===== config.mk =====
export PLATFORM = sky130hd
export DESIGN_NAME = dsa_uart_host_sequencer
export DESIGN_NICKNAME = d
export VERILOG_FILES = /design/src/rtl/dsa_uart_proto_pkg.sv /design/src/rtl/dsa_uart_frame_builder.sv /design/src/rtl/dsa_uart_host_sequencer.sv
export SDC_FILE = /design/constraint.sdc
export NUM_CORES = 1
export LEC_CHECK = 0
export BUFFER_PORTS_ARGS = -buffer_cell sky130_fd_sc_hd__buf_2
export CAP_MARGIN = 20
export CELL_PAD_IN_SITES_DETAIL_PLACEMENT = 0
export CELL_PAD_IN_SITES_GLOBAL_PLACEMENT = 1
export CORE_ASPECT_RATIO = 0.8
export CORE_MARGIN = 3
export CORE_UTILIZATION = 37
export DETAILED_ROUTE_END_ITERATION = 12
export MAX_ROUTING_LAYER = met4
export PLACE_DENSITY = 0.78
export SLEW_MARGIN = 5
export SYNTH_ARGS = -nofsm -noshare
export SYNTH_HDL_FRONTEND = slang
export SYNTH_SLANG_ARGS = --single-unit

===== constraint.sdc =====
create_clock -name clk -period 2.65 [get_ports clk]
set_input_delay 0.3975 -clock clk [delete_from_list [all_inputs] [get_ports clk]]
set_output_delay 0.3975 -clock clk [all_outputs]
set_load 0.05 [all_outputs]

===== src/rtl/dsa_uart_proto_pkg.sv =====
// ---------------------------------------------------------------------------
// dsa_uart_proto_pkg
// Shared definitions for the DSA UART command protocol: op codes, frame
// opcode bytes, default ACK/NAK bytes, response status encoding, the host
// sequencer state type and the packed latched-request record. Used by both the
// host-side sequencer and the device-side command interface so that both ends
// agree on framing.
// ---------------------------------------------------------------------------
package dsa_uart_proto_pkg;

  typedef enum logic [2:0] {
    OP_WR_MEM = 3'd0,
    OP_RD_MEM = 3'd1,
    OP_START  = 3'd2,
    OP_STATUS = 3'd3,
    OP_CFG    = 3'd4
  } op_e;

  localparam logic [7:0] OPC_WR_MEM = 8'h10;
  localparam logic [7:0] OPC_RD_MEM = 8'h11;
  localparam logic [7:0] OPC_START  = 8'h20;
  localparam logic [7:0] OPC_STATUS = 8'h30;
  localparam logic [7:0] OPC_CFG    = 8'h40;

  localparam logic [7:0] ACK_BYTE_DEF = 8'h06;
  localparam logic [7:0] NAK_BYTE_DEF = 8'h15;

  typedef enum logic [1:0] {
    RSP_OK      = 2'd0,
    RSP_NAK     = 2'd1,
    RSP_TIMEOUT = 2'd2,
    RSP_BAD_OP  = 2'd3
  } rsp_status_e;

  typedef enum logic [1:0] {
    ST_IDLE     = 2'd0,
    ST_SEND     = 2'd1,
    ST_WAIT_RSP = 2'd2,
    ST_DONE     = 2'd3
  } seq_state_e;

  // op is kept as raw bits so illegal codes 5-7 can be carried and rejected.
  typedef struct packed {
    logic [2:0]  op;
    logic [17:0] addr;
    logic [7:0]  data;
    logic [9:0]  width;
    logic [9:0]  height;
    logic [7:0]  scale;
    logic        mode_simd;
  } req_fields_t;

  function automatic logic op_is_legal(input logic [2:0] op);
    return (op <= 3'd4);
  endfunction

  // WR_MEM, START and CFG are answered with ACK/NAK; RD_MEM and STATUS with data.
  function automatic logic op_expects_ack(input logic [2:0] op);
    return (op == OP_WR_MEM) || (op == OP_START) || (op == OP_CFG);
  endfunction

  function automatic logic [2:0] frame_len(input logic [2:0] op);
    case (op)
      OP_WR_MEM: return 3'd5;
      OP_RD_MEM: return 3'd4;
      OP_START:  return 3'd1;
      OP_STATUS: return 3'd1;
      OP_CFG:    return 3'd7;
      default:   return 3'd0;
    endcase
  endfunction

endpackage


===== src/rtl/dsa_uart_frame_builder.sv =====
// ---------------------------------------------------------------------------
// dsa_uart_frame_builder
// Purely combinational frame byte selector. Given the latched request fields
// and a byte index it returns the frame byte at that position, plus the total
// frame length for the op.
// Ports:
//   fields      in  latched request record
//   idx         in  byte index within the frame (0-based)
//   frame_byte  out byte to transmit at idx (0 outside the frame)
//   frame_len_o out number of bytes in the frame (0 for illegal ops)
// ---------------------------------------------------------------------------
module dsa_uart_frame_builder
  import dsa_uart_proto_pkg::*;
(
  input  req_fields_t fields,
  input  logic [2:0]  idx,
  output logic [7:0]  frame_byte,
  output logic [2:0]  frame_len_o
);

  always_comb begin
    frame_byte  = 8'h00;
    frame_len_o = frame_len(fields.op);
    case (fields.op)
      OP_WR_MEM, OP_RD_MEM: begin
        case (idx)
          3'd0:    frame_byte = (fields.op == OP_WR_MEM) ? OPC_WR_MEM : OPC_RD_MEM;
          3'd1:    frame_byte = {6'b0, fields.addr[17:16]};
          3'd2:    frame_byte = fields.addr[15:8];
          3'd3:    frame_byte = fields.addr[7:0];
          3'd4:    frame_byte = (fields.op == OP_WR_MEM) ? fields.data : 8'h00;
          default: frame_byte = 8'h00;
        endcase
      end
      OP_START:  frame_byte = (idx == 3'd0) ? OPC_START : 8'h00;
      OP_STATUS: frame_byte = (idx == 3'd0) ? OPC_STATUS : 8'h00;
      OP_CFG: begin
        case (idx)
          3'd0:    frame_byte = OPC_CFG;
          3'd1:    frame_byte = {6'b0, fields.width[9:8]};
          3'd2:    frame_byte = fields.width[7:0];
          3'd3:    frame_byte = {6'b0, fields.height[9:8]};
          3'd4:    frame_byte = fields.height[7:0];
          3'd5:    frame_byte = fields.scale;
          3'd6:    frame_byte = {7'b0, fields.mode_simd};
          default: frame_byte = 8'h00;
        endcase
      end
      default: frame_byte = 8'h00;
    endcase
  end

endmodule


===== src/rtl/dsa_uart_host_sequencer.sv =====
// ---------------------------------------------------------------------------
// dsa_uart_host_sequencer
// Host-side initiator for the DSA UART command protocol. Accepts one command
// at a time, serialises it onto a byte-stream TX port, waits for the single
// reply byte on the RX port (with timeout) and reports data and status.
//
// state    | meaning
// ---------+------------------------------------------------------------
// IDLE     | ready for a request; req_ready=1
// SEND     | frame bytes presented on tx_data/tx_valid, idx advances on handshake
// WAIT_RSP | waiting for the reply byte; timeout counter running
// DONE     | one-cycle rsp_valid pulse carrying rsp_data/rsp_status
//
// Ports:
//   clk, rst                    clock, synchronous active-high reset
//   req_*                       request handshake and command fields
//   tx_data/tx_valid/tx_ready   frame byte stream to the PHY
//   rx_data/rx_valid            reply byte strobe from the PHY
//   rsp_valid/rsp_data/rsp_status  completion pulse and result
//   busy                        sequencer not idle
//   drop_count                  saturating count of unsolicited RX bytes
// ---------------------------------------------------------------------------
module dsa_uart_host_sequencer
  import dsa_uart_proto_pkg::*;
#(
  parameter int unsigned TIMEOUT_CYCLES = 5_000_000,
  parameter logic [7:0]  ACK_BYTE       = ACK_BYTE_DEF,
  parameter logic [7:0]  NAK_BYTE       = NAK_BYTE_DEF
) (
  input  logic        clk,
  input  logic        rst,
  input  logic        req_valid,
  output logic        req_ready,
  input  logic [2:0]  req_op,
  input  logic [17:0] req_addr,
  input  logic [7:0]  req_data,
  input  logic [9:0]  req_width,
  input  logic [9:0]  req_height,
  input  logic [7:0]  req_scale,
  input  logic        req_mode_simd,
  output logic [7:0]  tx_data,
  output logic        tx_valid,
  input  logic        tx_ready,
  input  logic [7:0]  rx_data,
  input  logic        rx_valid,
  output logic        rsp_valid,
  output logic [7:0]  rsp_data,
  output logic [1:0]  rsp_status,
  output logic        busy,
  output logic [7:0]  drop_count
);

  localparam int TMO_W = $clog2(TIMEOUT_CYCLES) + 1;
  localparam logic [TMO_W-1:0] TMO_LAST = TMO_W'(TIMEOUT_CYCLES - 1);

  seq_state_e        state_q, state_d;
  req_fields_t       fields_q, fields_d;
  logic [2:0]        idx_q, idx_d;
  logic [2:0]        len_q, len_d;
  logic [TMO_W-1:0]  tmo_q, tmo_d;
  logic              req_ready_q, req_ready_d;
  logic              tx_valid_q, tx_valid_d;
  logic [7:0]        tx_data_q, tx_data_d;
  logic              rsp_valid_q, rsp_valid_d;
  logic [7:0]        rsp_data_q, rsp_data_d;
  rsp_status_e       rsp_status_q, rsp_status_d;
  logic              busy_q, busy_d;
  logic [7:0]        drop_q, drop_d;

  logic              accept;
  logic              fire;
  logic              last_byte;
  logic [7:0]        fb_byte;
  logic [2:0]        fb_len;

  // Next request fields and byte index are resolved first so the frame builder
  // can look ahead and tx_data can be registered without a combinational loop.
  always_comb begin
    accept    = (state_q == ST_IDLE) && req_valid;
    fire      = (state_q == ST_SEND) && tx_ready;
    last_byte = (idx_q == (len_q - 3'd1));

    fields_d = fields_q;
    if (accept) begin
      fields_d.op        = req_op;
      fields_d.addr      = req_addr;
      fields_d.data      = req_data;
      fields_d.width     = req_width;
      fields_d.height    = req_height;
      fields_d.scale     = req_scale;
      fields_d.mode_simd = req_mode_simd;
    end

    idx_d = idx_q;
    if (accept) begin
      idx_d = 3'd0;
    end else if (fire && !last_byte) begin
      idx_d = idx_q + 3'd1;
    end
  end

  dsa_uart_frame_builder u_frame_builder (
    .fields      (fields_d),
    .idx         (idx_d),
    .frame_byte  (fb_byte),
    .frame_len_o (fb_len)
  );

  always_comb begin
    state_d      = state_q;
    len_d        = len_q;
    tmo_d        = tmo_q;
    rsp_data_d   = rsp_data_q;
    rsp_status_d = rsp_status_q;
    drop_d       = drop_q;

    case (state_q)
      ST_IDLE: begin
        if (accept) begin
          if (op_is_legal(req_op)) begin
            state_d = ST_SEND;
            len_d   = fb_len;
          end else begin
            state_d      = ST_DONE;
            rsp_status_d = RSP_BAD_OP;
            rsp_data_d   = 8'h00;
          end
        end
      end
      ST_SEND: begin
        if (fire && last_byte) begin
          state_d = ST_WAIT_RSP;
          tmo_d   = '0;
        end
      end
      ST_WAIT_RSP: begin
        // A byte arriving on the final timeout cycle still counts as the reply.
        if (rx_valid) begin
          state_d    = ST_DONE;
          rsp_data_d = rx_data;
          if (op_expects_ack(fields_q.op)) begin
            rsp_status_d = (rx_data == ACK_BYTE) ? RSP_OK : RSP_NAK;
          end else begin
            rsp_status_d = (rx_data == NAK_BYTE) ? RSP_NAK : RSP_OK;
          end
        end else if (tmo_q == TMO_LAST) begin
          state_d      = ST_DONE;
          rsp_status_d = RSP_TIMEOUT;
          rsp_data_d   = 8'h00;
        end else begin
          tmo_d = tmo_q + 1'b1;
        end
      end
      ST_DONE: state_d = ST_IDLE;
      default: state_d = ST_IDLE;
    endcase

    if (rx_valid && (state_q != ST_WAIT_RSP) && (drop_q != 8'hFF)) begin
      drop_d = drop_q + 8'd1;
    end

    req_ready_d = (state_d == ST_IDLE);
    tx_valid_d  = (state_d == ST_SEND);
    tx_data_d   = (state_d == ST_SEND) ? fb_byte : 8'h00;
    rsp_valid_d = (state_d == ST_DONE);
    busy_d      = (state_d != ST_IDLE);
  end

  always_ff @(posedge clk) begin
    if (rst) begin
      state_q      <= ST_IDLE;
      fields_q     <= '0;
      idx_q        <= 3'd0;
      len_q        <= 3'd0;
      tmo_q        <= '0;
      req_ready_q  <= 1'b1;
      tx_valid_q   <= 1'b0;
      tx_data_q    <= 8'h00;
      rsp_valid_q  <= 1'b0;
      rsp_data_q   <= 8'h00;
      rsp_status_q <= RSP_OK;
      busy_q       <= 1'b0;
      drop_q       <= 8'h00;
    end else begin
      state_q      <= state_d;
      fields_q     <= fields_d;
      idx_q        <= idx_d;
      len_q        <= len_d;
      tmo_q        <= tmo_d;
      req_ready_q  <= req_ready_d;
      tx_valid_q   <= tx_valid_d;
      tx_data_q    <= tx_data_d;
      rsp_valid_q  <= rsp_valid_d;
      rsp_data_q   <= rsp_data_d;
      rsp_status_q <= rsp_status_d;
      busy_q       <= busy_d;
      drop_q       <= drop_d;
    end
  end

  assign req_ready  = req_ready_q;
  assign tx_valid   = tx_valid_q;
  assign tx_data    = tx_data_q;
  assign rsp_valid  = rsp_valid_q;
  assign rsp_data   = rsp_data_q;
  assign rsp_status = rsp_status_q;
  assign busy       = busy_q;
  assign drop_count = drop_q;

endmodule


==> impl_metrics.tcl, run 1 <==
set metrics [dict create \
    outcome "complete, no violations" \
    fmax_ghz 0.391 \
    max-slew-margin-rel 0.392 \
    ys_ff_latch 120 \
    final.hold.worst_slack_ps 219 \
    antenna_violations_before_repair 0 \
    globalplace.congestion 0.887 \
    setup.worst_path.class "flip-flop to flip-flop" \
    most-common-layout-cells "sky130_fd_sc_hd__nand2_1, sky130_fd_sc_hd__dfxtp_1, sky130_fd_sc_hd__buf_2, sky130_fd_sc_hd__a21oi_1, sky130_fd_sc_hd__nor2_1" \
    wire_length_of_the_first_global_routing_pass_um 25200 \
    finalClockSkew_ps 7.57 \
    clk_pin_slew_ps 60 \
    worst_setup_path_startpoint "len_q[1]" \
    syn_inst 668 \
    ctsLongestPathBuffers 2 \
    p_sw_mw 1.31 \
    detailed_place_hpwl_um 11700 \
    grt_overflow 0 \
    io_buffers 100 \
    syn_avg_cell_area_um2 8.24 \
    cts_buffers 17 \
    synth.yosys.seq_area_share 0.436 \
    min-delay-path-class "input port to flip-flop" \
    antenna-diode-count 0 \
    synth_top_cell_area_share 0.436 \
    route.vias.total 5198 \
    regToRegEndpoint "tx_data[6]" \
    ff_latch_area_um2 2400 \
    final_layout_size_suffix_gt1_frac 0.248 \
    cellLeakagePower_nw 2.74 \
    worst_path_largest_cell_delay_ps 420 \
    critical_path.endpoint "tx_data[6]" \
    cp.required_ps 2930 \
    clock_tree.root_cell "sky130_fd_sc_hd__clkbuf_16" \
    synth_top_flop_cell "sky130_fd_sc_hd__dfxtp_1" \
    min_period_over_period 0.965 \
    clock_insertion_delay_worst_skew_ps 410 \
    finish.cell_count_without_fillers 977 \
    postSynth.asyncResetShare 0 \
    design.core.area_um2 14400 \
    combined_area_of_the_multi_input_logic_cells_um2 3000 \
    cap_violations 0 \
    critical_path_depth 9 \
    wire_per_inst_um 16.5 \
    synth_top_area_cell "sky130_fd_sc_hd__dfxtp_1" \
    crit_path_end_kind "flip-flop" \
    r2r_cells 9 \
    synth.area.top_cells "sky130_fd_sc_hd__dfxtp_1, sky130_fd_sc_hd__nand2_1, sky130_fd_sc_hd__a21oi_1, sky130_fd_sc_hd__nor2_1, sky130_fd_sc_hd__xnor2_1" \
    filler_cell_count 1369 \
    vias_per_cell 5.32 \
    power_per_cell_area_nw_per_um2 720 \
    syn_nets 743 \
    worstMarginPinSlew_ps 911 \
    std_cell_rows 39 \
    setup_viol 0 \
    worst_ir_drop_vdd_mv 0.440 \
    min_period_ps 2560 \
    syn2layout_area_growth_pct 28.4 \
    route.detailed.drc 0 \
    synth-edff-count 0 \
    sequentialPowerShare 0.383 \
    fin_total_pwr_mw 5.09 \
    crit-reg2reg-launch "len_q[1]" \
    p_sw_frac 0.258 \
    ys_types 70 \
    setup.reg_to_reg.worst_slack_ps 90 \
    p_int_mw 3.78 \
    dr.first_iter.drc_count 492 \
    tritoncts "yes" \
    critPathSlowestCell "sky130_fd_sc_hd__o311ai_4" \
    route.final.wire_length_um 16100 \
    final-hold-violation-count 0 \
    dp.cells 943 \
    critical_path_peak_fanout 6 \
    power.clock.fraction 0.497 \
    top_level_ports 101 \
    power.share.combinational 0.120 \
    initial_core_util 0.382 \
    die_area_um2 16400 \
    setup.worst_path.start_class "flip-flop" \
    critPathBufInv 2 \
    grt_setup_unrepaired "yes" \
    chipHeight_um 115 \
    critical_path_arrival_ps 2840 \
    cts-hold-fix-buffers 0 \
    chipWidth_um 142 \
    cts.sink_count 120 \
    critical_path.cell_chain "inv_1 -> ha_2 -> xor3_2 -> o311ai_4 -> a31oi_4 -> and4_1 -> buf_4 -> a222oi_1 -> o22ai_1" \
    timing.final.max_slew_violations 0 \
    grt_max_degree 90 \
    critical_path.top_delay_family "compound AO/OA/AOI/OAI gates" \
    ctsHtreeMaxLevel 4 \
    synth-warning-count 0 \
    drt_first_pass_iters 5 \
    route.antenna.remaining_nets 0 \
    final_common_cell "sky130_fd_sc_hd__nand2_1" \
    post_synth_instance_area_um2 5510 \
    num-nets-final 855 \
    track_usage 0.200 \
    first_global_vias 4973 \
]
timing repair:
action                                  CTS  global route
buffers inserted                          0             2
endpoints found under the setup margin    0             9
gates resized for setup                   0            19
how the worst min path moves through the flow:
stage | startpoint | end | slack (ps) | cells after the start
after floorplan | fields_q[54] | fields_q[54] | 430 | 2
after global placement | fields_q[32] | fields_q[32] | 440 | 2
after detailed placement | fields_q[8] | fields_q[8] | 450 | 2
after CTS | req_addr[12] | fields_q[49] | 200 | 3
after global routing | req_data[4] | fields_q[33] | 220 | 3
final | req_addr[9] | fields_q[46] | 220 | 3
Yosys cell counts (2+ instances only):
| library cell | n |
|---|---|
| sky130_fd_sc_hd__nand2_1 | 131 |
| sky130_fd_sc_hd__dfxtp_1 | 120 |
| sky130_fd_sc_hd__a21oi_1 | 72 |
| sky130_fd_sc_hd__nor2_1 | 63 |
| sky130_fd_sc_hd__clkbuf_1 | 24 |
| sky130_fd_sc_hd__inv_1 | 18 |
| sky130_fd_sc_hd__nor3_1 | 18 |
| sky130_fd_sc_hd__xnor2_1 | 18 |
| sky130_fd_sc_hd__o21ai_0 | 15 |
| sky130_fd_sc_hd__a22oi_1 | 11 |
| sky130_fd_sc_hd__mux2i_1 | 11 |
| sky130_fd_sc_hd__nand4_1 | 11 |
| sky130_fd_sc_hd__nand3_1 | 9 |
| sky130_fd_sc_hd__nor4_1 | 9 |
| sky130_fd_sc_hd__or3_1 | 9 |
| sky130_fd_sc_hd__xor2_1 | 9 |
| sky130_fd_sc_hd__o21ai_1 | 8 |
| sky130_fd_sc_hd__buf_2 | 7 |
| sky130_fd_sc_hd__and3_1 | 6 |
| sky130_fd_sc_hd__o22ai_1 | 6 |
| sky130_fd_sc_hd__a211oi_1 | 5 |
| sky130_fd_sc_hd__a221oi_1 | 5 |
| sky130_fd_sc_hd__nor2b_1 | 5 |
| sky130_fd_sc_hd__a222oi_1 | 4 |
| sky130_fd_sc_hd__a31oi_1 | 4 |
| sky130_fd_sc_hd__ha_1 | 4 |
| sky130_fd_sc_hd__nand3b_1 | 4 |
| sky130_fd_sc_hd__and2_1 | 3 |
| sky130_fd_sc_hd__buf_1 | 3 |
| sky130_fd_sc_hd__nand2b_1 | 3 |
| sky130_fd_sc_hd__o2111ai_1 | 3 |
| sky130_fd_sc_hd__o21ai_2 | 3 |
| sky130_fd_sc_hd__a2bb2oi_1 | 2 |
| sky130_fd_sc_hd__a31oi_2 | 2 |
| sky130_fd_sc_hd__nor3b_1 | 2 |
| sky130_fd_sc_hd__o2bb2ai_1 | 2 |
| sky130_fd_sc_hd__o311ai_2 | 2 |
| sky130_fd_sc_hd__o31ai_1 | 2 |
| sky130_fd_sc_hd__or2_1 | 2 |
| sky130_fd_sc_hd__or4b_1 | 2 |
| sky130_fd_sc_hd__xnor2_2 | 2 |
worst min-delay path: stages:
cell and delay [ps]:
sky130_fd_sc_hd__buf_2 90, sky130_fd_sc_hd__nand2_1 40, sky130_fd_sc_hd__a21oi_1 50
cells by family (layout without fill, tap and decap cells):
logic type                 count (synthesis)  after routing  synth area share
AOI/OAI and AO/OA                        160            160             0.194
xor gates and xnor gates                  31             31            0.0575
adders and majority gates                  4              4           0.00909
buffers and inverters                     54            179            0.0391
DFF                                      120            120             0.436
muxes                                     13             13            0.0245
and+or+nand+nor                          286            286             0.240
stage by stage:
stage	TNS [ps]	setup slack, ps	utilization	instance area (µm²)
floorplan	0	123	-	5510
global placement	0	42.9	0.437	6290
detailed placement	0	28.5	0.437	6290
CTS	0	21.1	0.482	6940
global route	-255	-67.6	0.491	7070
finish	0	93.8	0.491	7070
sequential cells by signal (all words and copies together), names as in the netlist, 3 cells and up:
signal and flops:
fields_q 58, tmo_q 24, idx_q 3, tx_data 8
drop_count 8, len_q 3, rsp_data 8
routing by layer:
layer	vias to the layer above	track usage	routed length, µm
li1	2574	-	-
met2	187	0.280	6900
met1	2429	0.286	7980
met5	-	-	0
met3	8	0.0553	1100
met4	0	0.0500	123
final cells by class:
class	instances	share of cell area
clock buffer	17	0.0602
sequential	120	0.340
timing repair buffer	128	0.101
tap	184	0.0326
inverter	19	0.0101
multi-input combinational	494	0.425
clock inverter	15	0.0317
power by group through the flow:
| stage | logic (mW) | clock network (mW) | registers, mW |
|---|---|---|---|
| CTS | 0.580 | 2.56 | 1.95 |
| finish | 0.611 | 2.53 | 1.95 |
| detailed placement | 0.577 | 0 | 1.99 |
| global route | 0.668 | 2.64 | 1.96 |
| global placement | 0.570 | 0 | 1.99 |
| floorplan | 0.335 | 0 | 2.02 |
Power figures use the tool's default switching activity.
==> inputs of run 2 (changes only) <==
Settings changed: CELL_PAD_IN_SITES_DETAIL_PLACEMENT 0 to 1, CORE_UTILIZATION 37 to 40, PLACE_DENSITY 0.78 to 0.8.
Clock period 2.65 ns to 2.97 ns, I/O delays scaled along.
==> run 2 against run 1 <==
Net effect:
- worst hold slack better by 41 ps
- critical path depth is the same
- first-iteration DRC count fell by 32%
- design area is 3.7% lower
- highest routed layer unchanged
==> impl_metrics.tcl, run 2 (synthesized netlist as in run 1, its figures left out) <==
set metrics [dict create \
    outcome "complete, no violations" \
    cts.sink_count 120 \
    design.core.area_um2 13100 \
    cts-hold-fix-buffers 0 \
    std_cell_rows 37 \
    fin_total_pwr_mw 4.23 \
    crit_path_end_kind "flip-flop" \
    drt_first_pass_iters 4 \
    io_buffers 100 \
    worstMarginPinSlew_ps 930 \
    worstHoldPathCells 3 \
    min-delay-path-class "input port to flip-flop" \
    globalplace.congestion 0.895 \
    route.antenna.remaining_nets 0 \
    largest_reg_flops 58 \
    place_area_um2 6210 \
    cts_buffers 17 \
    wire_length_of_the_first_global_routing_pass_um 28400 \
    final_common_cell "sky130_fd_sc_hd__nand2_1" \
    setup.reg_to_reg.worst_slack_ps 140 \
    initial_core_util 0.419 \
    clock_tree.root_cell "sky130_fd_sc_hd__clkbuf_16" \
    antenna_violations_before_repair 0 \
    detailed_place_hpwl_um 12900 \
    grt_overflow 0 \
    ctsLongestPathBuffers 2 \
    setup_viol 0 \
    cap_violations 0 \
    filler_cell_count 1620 \
    chipHeight_um 111 \
    r2r_cells 9 \
    grt_max_degree 90 \
    route.detailed.drc 0 \
    layout.cell_area.non_filler_um2 6810 \
    critical_path_peak_fanout 8 \
    finalClockSkew_ps 14.7 \
    most-common-layout-cells "sky130_fd_sc_hd__nand2_1, sky130_fd_sc_hd__dfxtp_1, sky130_fd_sc_hd__buf_2, sky130_fd_sc_hd__a21oi_1, sky130_fd_sc_hd__nor2_1" \
    ctsHtreeMaxLevel 4 \
    min_period_ps 2830 \
    num-nets-final 843 \
    combined_area_of_the_multi_input_logic_cells_um2 2930 \
    dr.first_iter.drc_count 337 \
    route.vias.total 5311 \
    grt_setup_unrepaired "yes" \
    ff_latch_area_um2 2400 \
    cts_repair_resize_count 0 \
    track_usage 0.240 \
    die_area_um2 15200 \
    worst_ir_drop_vdd_mv 0.464 \
    critical_path_arrival_ps 3160 \
    final_layout_size_suffix_gt1_frac 0.229 \
    final-hold-violation-count 0 \
    top_level_ports 101 \
    antenna-diode-count 0 \
    setup.worst_path.class "flip-flop to flip-flop" \
    wire_per_inst_um 18.3 \
    route.final.wire_length_um 17500 \
    clock_insertion_delay_worst_skew_ps 420 \
    min_period_over_period 0.952 \
    clk_pin_slew_ps 60 \
    setup.worst_path.start_class "flip-flop" \
    cp.required_ps 3300 \
    max-slew-margin-rel 0.380 \
    first_global_vias 5586 \
    power_per_cell_area_nw_per_um2 622 \
    cellLeakagePower_nw 2.64 \
    largest_registers "fields_q: 58 flops, tmo_q: 24 flops" \
    timing.final.max_slew_violations 0 \
    fmax_ghz 0.354 \
    vias_per_cell 5.56 \
    chipWidth_um 137 \
    syn2layout_area_growth_pct 23.6 \
    post_cts_buffers 0 \
    max_flop_register "fields_q" \
    tritoncts "yes" \
]
run 2: cell count changes in the layout (fill, tap and decap cells not counted), moves of 2 or more:
cell / delta
sky130_fd_sc_hd__buf_4: -12
sky130_fd_sc_hd__bufinv_16: -4
sky130_fd_sc_hd__clkinv_2: +2
sky130_fd_sc_hd__nor3_2: +2
sky130_fd_sc_hd__nor4_1: +2
sky130_fd_sc_hd__nor4_2: -2
run 2: final timing paths:
path | endpoint | startpoint
max reg2reg | tx_data[0] | len_q[0]
min | fields_q[2] | req_scale[1]
max | tx_data[0] | len_q[0]
min reg2reg | fields_q[4] | fields_q[4]
run 2: where the power goes:
part	internal [mW]	switching [mW]	total, mW
logic	0.181	0.346	0.527
clock network	1.17	0.791	1.96
registers	1.68	0.0595	1.74
run 2: final cells by class:
cell class,count,share of cell area
repair buffers,116,0.0912
multi-input cells,494,0.430
clock inverters,14,0.0182
flip-flops and latches,120,0.353
clock buffers,18,0.0645
well taps,175,0.0322
inverters,19,0.0105
run 2: metal layers:
| layer | share of wire | global-route usage | wire, µm | vias to the layer above |
|---|---|---|---|---|
| li1 | - | - | - | 2546 |
| met1 | 0.48 | 0.328 | 8310 | 2593 |
| met2 | 0.46 | 0.366 | 8060 | 146 |
| met3 | 0.047 | 0.0449 | 820 | 26 |
| met4 | 0.015 | 0.0672 | 265 | 0 |
| met5 | 0 | - | 0 | - |
run 2: critical path: stages, from the launching register on:
cell	delay, ps
sky130_fd_sc_hd__dfxtp_1	440
sky130_fd_sc_hd__inv_1	80
sky130_fd_sc_hd__ha_1	350
sky130_fd_sc_hd__xnor2_2	410
sky130_fd_sc_hd__nor4_4	140
sky130_fd_sc_hd__or2_1	260
sky130_fd_sc_hd__a211o_4	360
sky130_fd_sc_hd__nor3_2	330
sky130_fd_sc_hd__nand2_2	160
sky130_fd_sc_hd__o221ai_2	220
run 2: per-stage QoR:
stage | hold WS [ps] | TNS (ps) | std cells | setup slack [ps] | utilization
floorplan | 432 | 0 | 668 | 443 | -
detailed placement | 449 | 0 | 924 | 105 | 0.472
global placement | 444 | 0 | 924 | 227 | 0.472
CTS | 259 | 0 | 956 | 80.2 | 0.515
global route | 268 | -76.5 | 956 | -45.1 | 0.518
finish | 261 | 0 | 956 | 144 | 0.518
==> inputs of run 3 (changes only) <==
Settings changed: PLACE_DENSITY 0.8 to 0.85.
==> run 3 against run 2 <==
Net effect:
- clock skew decreased by 7.5 ps
- wire length increased by 4.4%
- worst hold slack got worse by 6.4 ps
- count of clock-buffer cells in the layout increased by 8
- global-route usage increased by 1.3 points
- highest routed layer unchanged
- flip-flop and latch count unchanged
- via count increased by 0.92%
- clock power increased by 8%
- design area increased by 0.59%
- critical path type unchanged
- non-clock buffer count decreased by 5
==> impl_metrics.tcl, run 3 (synthesized netlist as in run 1, its figures left out) <==
set metrics [dict create \
    outcome "complete, no violations" \
    post_route_setup_tns_ps 0 \
    cellLeakagePower_nw 2.64 \
    setup_viol 0 \
    syn2layout_area_growth_pct 24.3 \
    worst_ir_drop_vdd_mv 0.422 \
    min_period_over_period 0.961 \
    route.antenna.remaining_nets 0 \
    power_per_cell_area_nw_per_um2 642 \
    chipHeight_um 111 \
    grt_overflow 0 \
    most-common-layout-cells "sky130_fd_sc_hd__nand2_1, sky130_fd_sc_hd__dfxtp_1, sky130_fd_sc_hd__buf_2, sky130_fd_sc_hd__a21oi_1, sky130_fd_sc_hd__nor2_1" \
    max_flop_register "fields_q" \
    drt_first_pass_iters 5 \
    finalClockSkew_ps 7.23 \
    clock_tree.root_cell "sky130_fd_sc_hd__clkbuf_16" \
    ctsHtreeMaxLevel 4 \
    wire_length_of_the_first_global_routing_pass_um 29300 \
    std_cell_rows 37 \
    cts_buffers 17 \
    critical_path_peak_fanout 7 \
    final_common_cell "sky130_fd_sc_hd__nand2_1" \
    min-delay-path-class "input port to flip-flop" \
    cts.sink_count 120 \
    tritoncts "yes" \
    initial_core_util 0.419 \
    chipWidth_um 137 \
    globalplace.congestion 0.859 \
    largest_reg_flops 58 \
    timing.final.max_slew_violations 0 \
    antenna_violations_before_repair 0 \
    combined_area_of_the_multi_input_logic_cells_um2 2960 \
    worstMarginPinSlew_ps 919 \
    antenna-diode-count 0 \
    route.vias.total 5360 \
    vias_per_cell 5.64 \
    grt_max_degree 90 \
    setup.worst_path.start_class "flip-flop" \
    top_level_ports 101 \
    max-slew-margin-rel 0.387 \
    io_buffers 100 \
    fin_util 0.521 \
    final_layout_size_suffix_gt1_frac 0.222 \
    largest_registers "fields_q: 58 flops, tmo_q: 24 flops" \
    setup.worst_path.class "flip-flop to flip-flop" \
    final-hold-violation-count 0 \
    wire_per_inst_um 19.2 \
    detailed_place_hpwl_um 13000 \
    filler_cell_count 1617 \
    clock_insertion_delay_worst_skew_ps 430 \
    fmax_ghz 0.350 \
    cts-hold-fix-buffers 0 \
    route.detailed.drc 0 \
    min_period_ps 2860 \
    dr.first_iter.drc_count 345 \
    cp.required_ps 3290 \
    die_area_um2 15200 \
    ctsLongestPathBuffers 2 \
    first_global_vias 5564 \
    crit_path_end_kind "flip-flop" \
    num-nets-final 838 \
    critical_path_arrival_ps 3170 \
    design.core.area_um2 13100 \
    route.final.wire_length_um 18200 \
    ff_latch_area_um2 2400 \
    track_usage 0.253 \
    clk_pin_slew_ps 60 \
    cap_violations 0 \
]
[run 3: changes by cell type in the layout (fill, tap and decap cells not counted), moves of 2 or more]
cell and delta:
sky130_fd_sc_hd__clkinvlp_4 -2, sky130_fd_sc_hd__inv_6 -3, sky130_fd_sc_hd__clkinv_2 -2, sky130_fd_sc_hd__buf_4 -5, sky130_fd_sc_hd__clkbuf_8 +6, sky130_fd_sc_hd__clkbuf_1 +2, sky130_fd_sc_hd__clkinv_4 -2
[run 3: worst max-delay path, cell delays in order, from the launching register on]
cell	delay, ps
sky130_fd_sc_hd__dfxtp_1	430
sky130_fd_sc_hd__inv_1	70
sky130_fd_sc_hd__ha_1	430
sky130_fd_sc_hd__xor2_2	280
sky130_fd_sc_hd__nand4_1	320
sky130_fd_sc_hd__and3_2	350
sky130_fd_sc_hd__o21ai_1	370
sky130_fd_sc_hd__o22ai_1	170
sky130_fd_sc_hd__a211o_1	320
[run 3: worst paths after layout]
check                                     to  cells after the start  slack, ps           from
worst min-delay path            fields_q[11]                      3        250  req_height[2]
worst min register to register   fields_q[4]                      2        460    fields_q[4]
worst max register to register    tx_data[5]                      8        110       len_q[0]
worst max-delay path              tx_data[5]                      8        110       len_q[0]
[run 3: cell type report]
type	instances	share of cell area
Clock buffer	26	0.0773
Clock inverter	6	0.0124
Inverter	19	0.0104
Multi-Input combinational cell	494	0.432
Sequential cell	120	0.351
Tap cell	175	0.0320
Timing Repair Buffer	111	0.0852
[run 3: power breakdown]
part	switching, mW	internal, mW
logic	0.354	0.178
registers	0.0605	1.69
clock network	0.730	1.39
total	1.14	3.25
[run 3: routing by layer]
metal  track usage  wire length [µm]  vias to the layer above
li1              -                 -                     2541
met1         0.333              8130                     2638
met2         0.384              8570                      158
met3        0.0531              1200                       23
met4        0.0924               319                        0
met5             -                 0                        -
[run 3: through the flow]
step                      hold WS [ps]  std cells  setup slack [ps]  cell area (µm²)  total power, mW
after global routing               256        951             -46.1             6850             4.56
after detailed placement           451        919               162             6170             2.29
after floorplan                    432        668               443             5510             2.10
after CTS                          247        951               119             6790             4.40
final                              254        951               115             6850             4.39
after global placement             450        919               277             6170             2.27
[run 3: timing repair]
| item | CTS | global route |
|---|---|---|
| endpoints found under the setup margin | 0 | 7 |
| endpoints found under the hold margin | 0 | 0 |
| gates resized for setup | 0 | 10 |
| setup buffers | 0 | 0 |
